[src/rtl/hazard_ctrl.sv]
// Hazard controller for the 5-stage core: decides each cycle whether IF/ID advances,
// stalls, bubbles or flushes, freezes the back end on cache misses, and counts events.
//
// state  | meaning
// RUN    | normal issue; hazards and taken-branch flushes are evaluated here
// STALL2 | second forced stall cycle of a branch that depends on a load in EX
// MISS   | I- or D-cache miss in progress; whole pipe frozen
module hazard_ctrl #(
  parameter int REG_W = 5,
  parameter int CNT_W = 16
) (
  input  logic             clk,
  input  logic             rst_n,
  input  logic [REG_W-1:0] iRs_RegD,
  input  logic [REG_W-1:0] iRt_RegD,
  input  logic             iUseRt_RegD,
  input  logic             iBranch_RegD,
  input  logic             iJr_RegD,
  input  logic             iTaken_RegD,
  input  logic             iRegWrite_RegE,
  input  logic             iMemRead_RegE,
  input  logic [REG_W-1:0] iwsel_RegE,
  input  logic             iMemRead_RegM,
  input  logic [REG_W-1:0] iwsel_RegM,
  input  logic             iICache_stall,
  input  logic             iDCache_stall,
  input  logic             iClrCnt,
  output logic             oStall_PC,
  output logic             oStall_IFID,
  output logic             oBubble_IDEX,
  output logic             oFlush_IFID,
  output logic             oFreeze,
  output logic [1:0]       oState,
  output logic [CNT_W-1:0] oStallCnt,
  output logic [CNT_W-1:0] oMissCnt,
  output logic [CNT_W-1:0] oFlushCnt
);

  typedef enum logic [1:0] {
    RUN    = 2'd0,
    STALL2 = 2'd1,
    MISS   = 2'd2
  } state_t;

  state_t state;
  logic   stall2Pend;

  logic hitERs, hitERt, hitMRs, hitMRt;
  logic readsInId, loadUse, brDepE, brALU, brLD, brM, hazard, miss;
  logic effStall2, effRun, hazStall, doFlush;

  always_comb begin
    hitERs = (iRs_RegD != '0) && (iRs_RegD == iwsel_RegE) && iRegWrite_RegE;
    hitERt = (iRt_RegD != '0) && (iRt_RegD == iwsel_RegE) && iRegWrite_RegE && iUseRt_RegD;
    hitMRs = (iRs_RegD != '0) && (iRs_RegD == iwsel_RegM) && iMemRead_RegM;
    hitMRt = (iRt_RegD != '0) && (iRt_RegD == iwsel_RegM) && iMemRead_RegM && iUseRt_RegD;

    // JR only reads rs in ID; BEQ/BNE compare both operands there.
    readsInId = iBranch_RegD | iJr_RegD;
    loadUse   = iMemRead_RegE & (hitERs | hitERt);
    brDepE    = readsInId & (hitERs | (hitERt & iBranch_RegD));
    brALU     = brDepE & ~iMemRead_RegE;
    brLD      = brDepE & iMemRead_RegE;
    brM       = readsInId & (hitMRs | (hitMRt & iBranch_RegD));
    hazard    = loadUse | brALU | brLD | brM;
    miss      = iICache_stall | iDCache_stall;

    // Leaving MISS resumes a pending second stall in the same cycle.
    effStall2 = ~miss & ((state == STALL2) | ((state == MISS) & stall2Pend));
    effRun    = ~miss & ~effStall2;
    hazStall  = effRun & hazard;
    doFlush   = effRun & ~hazard & iTaken_RegD;
  end

  assign oFreeze      = rst_n & miss;
  assign oStall_PC    = rst_n & (miss | effStall2 | hazStall);
  assign oStall_IFID  = rst_n & (miss | effStall2 | hazStall);
  assign oBubble_IDEX = rst_n & (effStall2 | hazStall);
  assign oFlush_IFID  = rst_n & doFlush;
  assign oState       = state;

  always_ff @(posedge clk or negedge rst_n) begin
    if (!rst_n) begin
      state      <= RUN;
      stall2Pend <= 1'b0;
    end else if (miss) begin
      state <= MISS;
    end else if (effStall2) begin
      state      <= RUN;
      stall2Pend <= 1'b0;
    end else if (hazStall && brLD) begin
      state      <= STALL2;
      stall2Pend <= 1'b1;
    end else begin
      state <= RUN;
    end
  end

  localparam logic [CNT_W-1:0] CNT_MAX = {CNT_W{1'b1}};

  always_ff @(posedge clk or negedge rst_n) begin
    if (!rst_n) begin
      oStallCnt <= '0;
      oMissCnt  <= '0;
      oFlushCnt <= '0;
    end else if (iClrCnt) begin
      oStallCnt <= '0;
      oMissCnt  <= '0;
      oFlushCnt <= '0;
    end else begin
      if ((effStall2 || hazStall) && oStallCnt != CNT_MAX) oStallCnt <= oStallCnt + 1'b1;
      if (miss && oMissCnt != CNT_MAX)                     oMissCnt  <= oMissCnt + 1'b1;
      if (doFlush && oFlushCnt != CNT_MAX)                 oFlushCnt <= oFlushCnt + 1'b1;
    end
  end

endmodule
[config.mk]
export PLATFORM = sky130hd
export DESIGN_NAME = hazard_ctrl
export DESIGN_NICKNAME = d
export VERILOG_FILES = /design/src/rtl/hazard_ctrl.sv
export SDC_FILE = /design/constraint.sdc
export NUM_CORES = 1
export LEC_CHECK = 0
export BUFFER_PORTS_ARGS = -buffer_cell sky130_fd_sc_hd__buf_2
export CORE_MARGIN = 5
export CORE_UTILIZATION = 46
export CTS_BUF_LIST = sky130_fd_sc_hd__clkbuf_2 sky130_fd_sc_hd__clkbuf_4 sky130_fd_sc_hd__clkbuf_8
export CTS_CLUSTER_DIAMETER = 200
export CTS_CLUSTER_SIZE = 8
export DETAILED_ROUTE_END_ITERATION = 8
export MAX_ROUTING_LAYER = met4
export PLACE_DENSITY = 0.83
export SLEW_MARGIN = 20
export SYNTH_ARGS = -nofsm -noshare
export SYNTH_HDL_FRONTEND = slang
export SYNTH_SLANG_ARGS = --single-unit
[constraint.sdc]
create_clock -name clk -period 3.7 [get_ports clk]
set_clock_uncertainty 0.15 [all_clocks]
set_input_delay 0.185 -clock clk [delete_from_list [all_inputs] [get_ports clk]]
set_output_delay 0.185 -clock clk [all_outputs]
set_load 0.03 [all_outputs]
# Word level (Yosys, flattened, before mapping)
# Index checks and enable logic that the tools add are counted.
# W data, S select, Z words.
# op_classes
addsub	3
multipliers	0
div	0
order_cmp	0
n_eq_ne	9
n_shift	0
n_mux	11
bitwise_logic	33
reduce_logical	22
# ops
cell	count
$mux W16	6
$add A16 B1 Y16 const B	3
$ne A16 B16 Y1 const B	3
$eq A5 B5 Y1	4
$and A1 B1 Y1	17
$logic_and A1 B1 Y1	14
$or A1 B1 Y1	12
$reduce_bool A5 Y1	2
$reduce_bool A2 Y1	4
$mux W1	4
$not A1 Y1	4
$eq A2 B1 Y1 const B	1
$eq A2 B2 Y1 const B	1
$mux W2	1
$reduce_and A2 Y1	1
$logic_or A1 B1 Y1	1
# word_totals
register_bits	51
latch_bits	0
ram_bits	0
rom_bits	0
inputBits	32
wordCells	83
n_memories	0

# Logic depth before layout (Yosys ltp)
# depth
ltp_word	17
depth_mapped	9
depth_no_buf	7

# Least setup slack after synthesis
# OpenSTA, ideal clock, no wires.
# synth_path
path_type	reg-to-output
start	reg state[0], in the netlist oState[0]
end	out oStall_PC
arrival_time_ps	2656
slack_ps	709
stages_incl_launch_ff	9
path_buffers	4
cell_sequence	dfrtp_1 -> mux2i_1 -> o21ba_2 -> and4b_1 -> buf_6 -> buf_6 -> buf_2 -> a21boi_0 -> buf_4
# synth_via
elab_chain_cells	9
# synth_lines
element	line_no	text
from (decl)	45	state_t state;
from (signal assigned)	84	state <= RUN;
from (signal assigned)	87	state <= MISS;
from (signal assigned)	89	state <= RUN;
$eq A2 B2 Y1	69	effStall2 = ~miss & ((state == STALL2) | ((state == MISS) & stall2Pend));
$and A1 B1 Y1	69	
$or A1 B1 Y1 *	69	
$and A1 B1 Y1 *	69	
$not A1 Y1	70	effRun = ~miss & ~effStall2;
$and A1 B1 Y1	70	
$and A1 B1 Y1	71	hazStall = effRun & hazard;
$or A1 B1 Y1 *	n/a	
$and A1 B1 Y1 *	n/a	
to (decl)	28	output logic oStall_PC,
# Mark *: on every way between the ends. The rest lies on a longest branch, timed or not.

# Worst setup path in the final report
# layout_path
start	reg oFlushCnt[0]
end	reg oFlushCnt[13]
# layout_via
elab_chain_cells	3
# layout_lines
element	line_no	text
from (decl)	36	output logic [CNT_W-1:0] oFlushCnt
from (signal assigned)	113	if (doFlush && oFlushCnt != CNT_MAX) oFlushCnt <= oFlushCnt + 1'b1;
$add A16 B1 Y16 or $ne A16 B16 Y1 (tied branches)	113	
$mux W16 or $logic_and A1 B1 Y1 (tied branches)	113	
$mux W16 or $reduce_bool A2 Y1 (tied branches)	n/a	
# Parallel ways exist; a longest one is shown, timed or not. The select of a mux whose other input is x is not followed.
# A chain may end at the register's enable or synchronous reset.

==> impl_metrics.toml <==
[cells_and_area]
final_cells = 533
drive_gt1_share_pct = 26.3
antennaDiodeCount = 0
area_growth_pct = 18.5
fin_nets = 471
fin_util_pct = 55.9

[sta]
final.min_clock_period_ps = 2980
layout_setup_ws_ps = 720
timing.hold.ws_ps = 33.4
clock.fmax_mhz = 336
tightest_slew_ps = 1060
relSlewSlack_pct = 29.2
hold_violations = 0
final_max_slew_viol_count = 0
fin_crit_sh_pct = 80.5
finalSetupTns_ps = 0
setup_viol = 0
rsz0062_at_grt = "no"

[worst_setup_path]
cp-endpoint = "oFlushCnt[13]"
crit_arrival_ps = 3040
worstPathRequired_ps = 3760
rrSetupSlack_ps = 720
crit_fanout = 14
path_delay_family = "simple AND/OR/NAND/NOR gates"
worstPathCellList = "ha_1 -> nand4_1 -> nor2_1 -> a21oi_1 -> nand4_1 -> or4_1 -> a21oi_1"
r2r-start = "oFlushCnt[0]"
r2r_end = "oFlushCnt[13]"
startpoint = "oFlushCnt[0]"
worst-path-buf-inv = 0
reg2regPathDepth = 7
crit_slowest_cell = "or4_1"
start_kind = "flop"
worstSetupPathType = "reg -> reg"
end_kind = "flop"
path_depth = 7
max_stage_delay_ps = 650

[flow_run]
max-cap-violations = 0

[synth]
synth_compound_area_share_pct = 11.7
syn-num-nets = 393
synthMuxAreaShare_pct = 3.79
synth_commonest_cells = "dfrtp_1, nor2_1, xnor2_1"
synthAdderAreaFrac_pct = 1.17
synth-edff-count = 0
syn_avg_cell_area_um2 = 8.95
synthSimpleGateAreaFrac_pct = 30.2
yosysSeqAreaShare_pct = 39.8
synth_top_family_by_area = "simple AND/OR/NAND/NOR gates"
synth.most_common_cell = "dfrtp_1"
async_reset_ff_share_pct = 100
synth_top_cell_area_share_pct = 39.8
yosys-top-cells-area = "dfrtp_1, xnor2_1, nor2_1, nand4_1, a21oi_1"
ys.flop_type = "dfrtp_1"
netlist_area_um2 = 3210
ys_ff_latch = 51
yosys.cell_types.count = 50
yosysWarnings = 0
synthCells = 358
synth-xor-area-share_pct = 8.74
yosysTopAreaCell = "dfrtp_1"

[drt]
wl_per_cell_um = 14.4
postRouteAntennaNets = 0
drc = 0
wl_um = 7690
firstDrtPassIters = 4
vias = 2991
drt_iter0_markers = 63
viasPerCell = 5.61

[floorplan]
die_h_um = 93.5
die_area_um2 = 8740
die_w_um = 93.5
coreArea_um2 = 6790
start_util_pct = 47.2
pin_count = 87
core.rowCount = 30

[clock_tree]
postCtsResizedCells = 0
htreeDepth = 2
cts_buffer_depth = 2
clockRootBuffer = "clkbuf_8"
clk_pin_slew_ps = 100
cts_tree = "built"
clk_latency_ps = 300
cts_made_buffers = 5
cts.sinks = 51

[global_route]
antenna_found_initial = 0
grt_usage_pct = 18.2
grt_pass1_wl_um = 12900
grt_pass1_vias = 2858
overflow = 0
grt_max_degree = 63

[min_path]
hold_class = "in -> reg"

[pwr]
p_leak_nw = 1.69
max-vdd-ir-drop_v = 0.000195
cellPowerDensity_nw_per_um2 = 297

[run_status]
status = "finished clean"

[placed_design]
place.gp.congestion = 0.837
placed_cells = 523
io_buffers = 86
place_hpwl_um = 5610
pre_cts_ws_ps = 592
-- logic make-up after synthesis --
logic type,Yosys count
muxes,11
xor gates and xnor gates,32
AOI/OAI and AO/OA,62
DFF,51
and+or+nand+nor,170
buffers and inverters,29
adders and majority gates,3
-- what timing repair did --
action / in CTS / in global routing
hold buffers: 2 / 0
hold endpoints to repair: 30 / 0
buffers inserted: 0 / 0
-- worst min-delay path: stages --
cell	delay, ps
buf_2	120
nand2_1	50
a211oi_1	80
-- final cells by class --
| cell class | count | area, µm² |
|---|---|---|
| Sequential cell | 51 | 1280 |
| Fill cell | 638 | 3000 |
| Timing Repair Buffer | 90 | 465 |
| Inverter | 10 | 37.5 |
| Clock buffer | 5 | 68.8 |
| Multi-Input combinational cell | 278 | 1780 |
| Tap cell | 96 | 120 |
| Clock inverter | 3 | 46.3 |
-- flip-flops by register name (all words and copies together) (netlist names) --
signal	count
stall2Pend	1
oFlushCnt	16
oMissCnt	16
oState	2
oStallCnt	16
-- metrics by stage --
stage	power, mW	instance area [µm²]
4_1_cts	1.14	3800
6_report	1.13	3800
5_1_grt	1.18	3800
2_1_floorplan	0.687	3210
3_3_place_gp	0.733	3660
3_5_place_dp	0.739	3660
-- routing by layer --
metal	up-vias	track usage, %	wire, µm	part of all wire, %
met5	-	-	0	0
li1	1459	-	-	-
met1	1446	24.1	3530	46
met4	0	3.54	40	0.52
met2	84	29.9	3740	49
met3	2	2.90	378	4.9
-- power breakdown --
part	internal (mW)	switching (mW)	leakage, nW
logic	0.0543	0.102	0.926
registers	0.564	0.00747	0.706
clock network	0.204	0.195	0.0548
-- cell usage in the layout, fill, tap and decap left out, types with 14 or more instances in the layout --
cell type,n
buf_2,86
dfrtp_1,51
nor2_1,37
xnor2_1,29
a21oi_1,23
nand2_1,22
nand4_1,19
o21ai_0,15
or4_1,14
-- worst min path at each step --
stage | start | end | slack [ps] | cells after the start
3_5_place_dp | rst_n | oStallCnt[14] | 130 | 1
2_1_floorplan | rst_n | oFlushCnt[0] | -260 | 0
3_3_place_gp | rst_n | oStallCnt[14] | 130 | 1
6_report | iJr_RegD | oState[0] | 30 | 3
4_1_cts | iJr_RegD | oState[0] | 20 | 3
5_1_grt | iJr_RegD | oState[0] | 30 | 3
Power figures use the tool's default switching activity.
